===== src/rtl/multiword_addsub_seq_pkg.sv =====
// rtl/multiword_addsub_seq_pkg.sv - shared constants for the multi-word add/sub sequencer
// Contents: slice width, FSM state codes, index-width helper.
package multiword_addsub_seq_pkg;

  localparam int SLICE_W = 16;

  localparam logic [1:0] S_IDLE = 2'd0;
  localparam logic [1:0] S_RUN  = 2'd1;
  localparam logic [1:0] S_DONE = 2'd2;

  // Word-index width; kept at least 1 bit so a 1-word build still elaborates.
  function automatic int idx_width(input int words);
    return (words > 1) ? $clog2(words) : 1;
  endfunction

endpackage


===== src/rtl/multiword_addsub_seq_if.sv =====
// rtl/multiword_addsub_seq_if.sv - operand/result bundle between requester and sequencer
// Signals: start, sub, a, b (requester -> sequencer);
//          ready, busy, done, result, cout, v, zero (sequencer -> requester).
// Modports: master = requester side, slave = sequencer side.
interface multiword_addsub_seq_if
  import multiword_addsub_seq_pkg::*;
#(
  parameter int WORDS = 4
);
  localparam int N = SLICE_W * WORDS;

  logic         start;
  logic         sub;
  logic [N-1:0] a;
  logic [N-1:0] b;
  logic         ready;
  logic         busy;
  logic         done;
  logic [N-1:0] result;
  logic         cout;
  logic         v;
  logic         zero;

  modport master (
    output start, sub, a, b,
    input  ready, busy, done, result, cout, v, zero
  );

  modport slave (
    input  start, sub, a, b,
    output ready, busy, done, result, cout, v, zero
  );

endinterface


===== src/rtl/multiword_addsub_seq_addsub16_slice.sv =====
// rtl/multiword_addsub_seq_addsub16_slice.sv - 16-bit gate-level ripple add/sub slice
// Ports: x, y (operands), sub (invert y), cin (carry in);
//        s (sum), cout (carry out of bit 15), c15 (carry into bit 15).
module addsub16_slice
  import multiword_addsub_seq_pkg::*;
(
  input  logic [SLICE_W-1:0] x,
  input  logic [SLICE_W-1:0] y,
  input  logic               sub,
  input  logic               cin,
  output logic [SLICE_W-1:0] s,
  output logic               cout,
  output logic               c15
);

  logic [SLICE_W:0]   w_c;
  logic [SLICE_W-1:0] w_yx;

  assign w_c[0] = cin;

  genvar g;
  generate
    for (g = 0; g < SLICE_W; g++) begin : g_fa
      assign w_yx[g]  = y[g] ^ sub;
      assign s[g]     = x[g] ^ w_yx[g] ^ w_c[g];
      assign w_c[g+1] = (x[g] & w_yx[g]) | (w_c[g] & (x[g] ^ w_yx[g]));
    end
  endgenerate

  assign cout = w_c[SLICE_W];
  assign c15  = w_c[SLICE_W-1];

endmodule


===== src/rtl/multiword_addsub_seq.sv =====
// rtl/multiword_addsub_seq.sv - WORDS x 16-bit add/sub by time-sharing one 16-bit slice
// Ports: clk, rst (async, active-high);
//        bus (slave): start/sub/a/b in; ready/busy/done/result/cout/v/zero out.
module multiword_addsub_seq
  import multiword_addsub_seq_pkg::*;
#(
  parameter int WORDS = 4
)(
  input  logic                  clk,
  input  logic                  rst,
  multiword_addsub_seq_if.slave bus
);

  localparam int                N        = SLICE_W * WORDS;
  localparam int                IDX_W    = idx_width(WORDS);
  localparam logic [IDX_W-1:0]  LAST_IDX = IDX_W'(WORDS - 1);

  logic [1:0]         r_state;
  logic [IDX_W-1:0]   r_idx;
  logic               r_carry;
  logic               r_sub;
  logic [SLICE_W-1:0] r_a_w   [WORDS];
  logic [SLICE_W-1:0] r_b_w   [WORDS];
  logic [SLICE_W-1:0] r_res_w [WORDS];
  logic               r_cout;
  logic               r_v;
  logic               r_zero;

  logic [SLICE_W-1:0] w_s;
  logic               w_cout;
  logic               w_c15;
  logic               w_low_zero;
  logic [N-1:0]       w_result;

  addsub16_slice u_slice (
    .x    (r_a_w[r_idx]),
    .y    (r_b_w[r_idx]),
    .sub  (r_sub),
    .cin  (r_carry),
    .s    (w_s),
    .cout (w_cout),
    .c15  (w_c15)
  );

  // Only consulted on the last pass, so words below WORDS-1 are already final.
  always_comb begin
    w_low_zero = 1'b1;
    for (int i = 0; i < WORDS - 1; i++) begin
      if (r_res_w[i] != '0) w_low_zero = 1'b0;
    end
  end

  always_comb begin
    w_result = '0;
    for (int i = 0; i < WORDS; i++) begin
      w_result[i*SLICE_W +: SLICE_W] = r_res_w[i];
    end
  end

  always_ff @(posedge clk or posedge rst) begin
    if (rst) begin
      r_state <= S_IDLE;
      r_idx   <= '0;
      r_carry <= 1'b0;
      r_sub   <= 1'b0;
      r_cout  <= 1'b0;
      r_v     <= 1'b0;
      r_zero  <= 1'b0;
      for (int i = 0; i < WORDS; i++) begin
        r_a_w[i]   <= '0;
        r_b_w[i]   <= '0;
        r_res_w[i] <= '0;
      end
    end else begin
      case (r_state)
        S_IDLE: begin
          if (bus.start) begin
            for (int i = 0; i < WORDS; i++) begin
              r_a_w[i] <= bus.a[i*SLICE_W +: SLICE_W];
              r_b_w[i] <= bus.b[i*SLICE_W +: SLICE_W];
            end
            r_sub   <= bus.sub;
            r_idx   <= '0;
            // Subtraction is a + ~b + 1: the +1 enters as the initial carry.
            r_carry <= bus.sub;
            r_state <= S_RUN;
          end
        end
        S_RUN: begin
          r_res_w[r_idx] <= w_s;
          r_carry        <= w_cout;
          if (r_idx == LAST_IDX) begin
            r_cout  <= w_cout;
            r_v     <= w_cout ^ w_c15;
            r_zero  <= (w_s == '0) && w_low_zero;
            r_state <= S_DONE;
          end else begin
            r_idx <= r_idx + 1'b1;
          end
        end
        S_DONE:  r_state <= S_IDLE;
        default: r_state <= S_IDLE;
      endcase
    end
  end

  assign bus.ready  = (r_state == S_IDLE);
  assign bus.busy   = (r_state == S_RUN);
  assign bus.done   = (r_state == S_DONE);
  assign bus.result = w_result;
  assign bus.cout   = r_cout;
  assign bus.v      = r_v;
  assign bus.zero   = r_zero;

endmodule


===== src/flat_wrapper.sv =====
// flat-port wrapper written by rule: the top's interface ports become plain ports
module multiword_addsub_seq_flat import multiword_addsub_seq_pkg::*;
#(
  parameter int WORDS = 4
)
  (clk, rst, bus_start, bus_sub, bus_a, bus_b, bus_ready, bus_busy, bus_done, bus_result, bus_cout, bus_v, bus_zero);
  multiword_addsub_seq_if #(.WORDS(WORDS)) bus_i ();
  input  logic clk;
  input  logic rst;
  input wire logic [$bits(bus_i.start)-1:0] bus_start;
  input wire logic [$bits(bus_i.sub)-1:0] bus_sub;
  input wire logic [$bits(bus_i.a)-1:0] bus_a;
  input wire logic [$bits(bus_i.b)-1:0] bus_b;
  output wire logic [$bits(bus_i.ready)-1:0] bus_ready;
  output wire logic [$bits(bus_i.busy)-1:0] bus_busy;
  output wire logic [$bits(bus_i.done)-1:0] bus_done;
  output wire logic [$bits(bus_i.result)-1:0] bus_result;
  output wire logic [$bits(bus_i.cout)-1:0] bus_cout;
  output wire logic [$bits(bus_i.v)-1:0] bus_v;
  output wire logic [$bits(bus_i.zero)-1:0] bus_zero;
  assign bus_i.start = bus_start;
  assign bus_i.sub = bus_sub;
  assign bus_i.a = bus_a;
  assign bus_i.b = bus_b;
  assign bus_ready = bus_i.ready;
  assign bus_busy = bus_i.busy;
  assign bus_done = bus_i.done;
  assign bus_result = bus_i.result;
  assign bus_cout = bus_i.cout;
  assign bus_v = bus_i.v;
  assign bus_zero = bus_i.zero;
  multiword_addsub_seq #(.WORDS(WORDS)) u_core (.clk(clk), .rst(rst), .bus(bus_i));
endmodule

===== config.mk =====
export PLATFORM = sky130hd
export DESIGN_NAME = multiword_addsub_seq_flat
export DESIGN_NICKNAME = d
export VERILOG_FILES = /design/src/rtl/multiword_addsub_seq_pkg.sv /design/src/rtl/multiword_addsub_seq_if.sv /design/src/rtl/multiword_addsub_seq_addsub16_slice.sv /design/src/rtl/multiword_addsub_seq.sv /design/src/flat_wrapper.sv
export SDC_FILE = /design/constraint.sdc
export NUM_CORES = 1
export LEC_CHECK = 0
export CAP_MARGIN = 0
export CORE_AREA = 2 2 146 148
export CTS_CLUSTER_DIAMETER = 120
export DETAILED_ROUTE_END_ITERATION = 7
export DIE_AREA = 0 0 148 150
export GPL_TIMING_DRIVEN = 0
export PLACE_DENSITY = 0.74
export SLEW_MARGIN = 20
export SYNTH_ARGS = -nofsm -noshare
export SYNTH_HDL_FRONTEND = slang
export SYNTH_SLANG_ARGS = --single-unit
export TNS_END_PERCENT = 20

===== constraint.sdc =====
create_clock -name clk -period 7.35 [get_ports clk]
set_input_delay 0.735 -clock clk [delete_from_list [all_inputs] [get_ports clk]]
set_output_delay 0.735 -clock clk [all_outputs]
set_load 0.01 [all_outputs]

==> flow_metrics.env <==
export IMPL_cts_inserted_buffers=21
export IMPL_min_period_ps=7690
export IMPL_synth_net_count=774
export IMPL_worstSetupPathType="reg2reg"
export IMPL_relSlewSlack_pct=51.5
export IMPL_tns_ps=-607
export IMPL_cts_tree="done"
export IMPL_insertion_delay_ps=490
export IMPL_ys_top_cells_by_count="201 x dfrtp_1, 89 x mux2_4, 53 x mux2_2, 50 x nand2_1, 41 x o21ai_0"
export IMPL_holdBufCountCts=0
export IMPL_num_io_pins=202
export IMPL_leakagePower_nw=5.31
export IMPL_dieArea_sq_um=22200
export IMPL_ys_warn_count=0
export IMPL_dp_cells=1099
export IMPL_setup_viol=4
export IMPL_critPathBufInv=5
export IMPL_wire_per_inst_microns=20.8
export IMPL_coreArea_sq_um=20700
export IMPL_drt_iter0_drc=313
export IMPL_io_buffers=201
export IMPL_num_vias=5948
export IMPL_r2r_end="u_core.bus.zero"
export IMPL_grt_pass1_wl_mm=36.5
export IMPL_firstDrtPassIters=5
export IMPL_dieHeight_microns=150
export IMPL_synth_mux_area_share_pct=28.7
export IMPL_antenna_cells=0
export IMPL_antenna_left=0
export IMPL_htreeDepth=1
export IMPL_hold_path_class="reg2reg"
export IMPL_rsz0062_at_grt="true"
export IMPL_synth_xor_area_share_pct=1.60
export IMPL_clk_pin_slew_worst_paths_ps=60
export IMPL_skew_ps=13.2
export IMPL_ys_seq_area_share_pct=54.2
export IMPL_grt_overflow=0
export IMPL_grt_max_degree=104
export IMPL_path_delay_family="adder cells"
export IMPL_synth_largest_area_cell="dfrtp_1"
export IMPL_gp_congestion=0.845
export IMPL_slowest_delay_ps=540
export IMPL_rr_worst_depth=27
export IMPL_fin_util_pct=60.1
export IMPL_ys_flop_type="dfrtp_1"
export IMPL_area_delta_synth_final_pct=33.9
export IMPL_routed_wl_mm=23.6
export IMPL_cts_root_buf="clkbuf_16"
export IMPL_worst_path_most_repeated_cell="fa_2"
export IMPL_start_util_pct=44.9
export IMPL_setup_ws_ps=-340
export IMPL_ff2ff_setup_slack_ps=-340
export IMPL_synth_compound_area_share_pct=3.07
export IMPL_grt_pass1_vias=6244
export IMPL_antenna_found_initial=0
export IMPL_r2r_start="u_core.r_idx[0]"
export IMPL_holdCritStartpoint="u_core.bus.result[63]"
export IMPL_vdd_drop_max_v=0.000377
export IMPL_viasPerCell=5.22
export IMPL_endpoint_kind="register"
export IMPL_syn_area_sq_um=9290
export IMPL_synth_async_reset_ratio_pct=100
export IMPL_required_ps=7780
export IMPL_synth_fa_ha_area_share_pct=3.99
export IMPL_dp_hpwl_mm=17.3
export IMPL_critPathLaunchType="register"
export IMPL_final_nets=1006
export IMPL_crit_arrival_ps=8120
export IMPL_min_to="u_core.bus.result[63]"
export IMPL_outcome="finished with violations"
export IMPL_max_clock_freq_mhz=130
export IMPL_synth_top_family_by_area="multiplexers"
export IMPL_final_cells=1139
export IMPL_fin_crit_sh_pct=105
export IMPL_clockBufferDepth=3
export IMPL_synth_area_top_cells="dfrtp_1 54%, mux2_4 14%, mux4_2 7.8%"
export IMPL_synth_edf_count=0
export IMPL_syn_avg_cell_area_sq_um=14.9
export IMPL_yosys_area_share_simple_pct=4.46
export IMPL_netlist_instances=622
export IMPL_min_path_cells=2
export IMPL_synth_most_common_cell="dfrtp_1"
export IMPL_yosys_area_top_type_share_pct=54.2
export IMPL_die_x_microns=148
export IMPL_drv_slew=0
export IMPL_drive_gt1_share_pct=31.0
export IMPL_tightest_slew_ps=728
export IMPL_maxCapViolations=0
export IMPL_hold_viol_final=0
export IMPL_clock_sinks=201
export IMPL_violations="negative setup slack"
export IMPL_crit_fanout=4
export IMPL_cpMaxStageDelayCell="mux4_2"
export IMPL_p_per_area_nw_per_um2=605
export IMPL_grt_usage_pct=21.6
export IMPL_row_count=53
export IMPL_drc=0
export IMPL_ys_seq_elements=201
export IMPL_ys_types=33
-- what timing repair did --
action | CTS | global route
pin swaps | 5 | 3
setup buffers | 7 | 0
setup endpoints to repair | 8 | 5
resized for setup | 11 | 0
-- cells in the final DEF (no fill, tap or decap), drive strengths merged --
cell type      netlist  layout
a21oi               13      13
a32o                 1       1
and2                 1       1
buf                 34      42
clkbuf               4      33
clkdlybuf4s50        0     201
clkinv               0       4
dfrtp              201     201
fa                  16      16
ha                   4       4
inv                 22      22
mux2               142     142
mux2i                1       1
mux4                32      32
nand2               51      51
nand3                1       1
nand4                4       4
nand4b               1       1
nor2                18      18
nor2b                3       3
nor3                 2       2
nor4                10      10
nor4b                1       1
o21ai               42      42
or4                  1       1
xnor2               13      13
xor2                 4       4
-- how the worst max path moves through the flow --
stage | start | end | slack [ps] | depth (start not counted)
floorplan | u_core.r_idx[0] | u_core.bus.zero | -80 | 27
global placement | rst | u_core.r_b_w[20] | -1470 | 2
detailed placement | u_core.r_idx[1] | u_core.bus.zero | -970 | 28
CTS | u_core.r_idx[0] | u_core.bus.zero | -400 | 27
global route | u_core.r_idx[0] | u_core.bus.zero | -580 | 27
finish | u_core.r_idx[0] | u_core.bus.zero | -340 | 27
-- worst min-delay path: cells and delay by family (launching register included) --
family	cells	cell delay (ps)
and+or+nand+nor	2	100
DFF	1	350
-- sequential cells by signal (all words and copies together) (netlist names) --
name,count
u_core.r_idx,2
u_core.bus.zero,1
u_core.bus.v,1
u_core.r_b_w,64
u_core.bus.cout,1
u_core.r_sub,1
u_core.r_carry,1
u_core.r_a_w,64
u_core.bus.result,64
u_core.r_state,2
-- through the flow --
| stage | hold slack [ps] | instance area, sq um | power (mW) | worst slack [ps] |
|---|---|---|---|---|
| after floorplan | 475 | 9330 | 4.71 | -77.1 |
| after global placement | 465 | 11700 | 6.30 | -1470 |
| after detailed placement | 466 | 11700 | 6.40 | -969 |
| after CTS | 485 | 12400 | 7.55 | -403 |
| after global routing | 511 | 12400 | 7.97 | -575 |
| final | 483 | 12400 | 7.53 | -340 |
-- cells by family (layout without fill, tap and decap cells) --
kind of cell	after synthesis	in the layout
AO/OA/AOI/OAI	56	56
XOR/XNOR	17	17
adder cells (fa/ha/maj)	20	20
buffers and inverters	60	302
flip-flops	201	201
multiplexers	175	175
AND/OR/NAND/NOR	93	93
-- power breakdown --
| part | internal, mW | switching [mW] |
|---|---|---|
| sequential | 1.69 | 0.369 |
| clock | 0.560 | 0.417 |
| combinational | 2.28 | 2.21 |
-- per-layer routing --
layer  GRT usage, %  wire length, microns
met5              0                     0
met4           4.81                   423
met3           4.45                  1750
met2           35.2                 11300
met1           30.1                 10200
-- layout make-up --
class | instances | area, sq um
Fill cell | 1642 | 8260
Sequential cell | 201 | 5030
Multi-Input combinational cell | 361 | 3950
Timing Repair Buffer | 209 | 2090
Clock buffer | 29 | 596
Tap cell | 275 | 344
Buffer | 38 | 314
Inverter | 22 | 90.1
Clock inverter | 4 | 20.0
(Power assumes the default switching activity.)
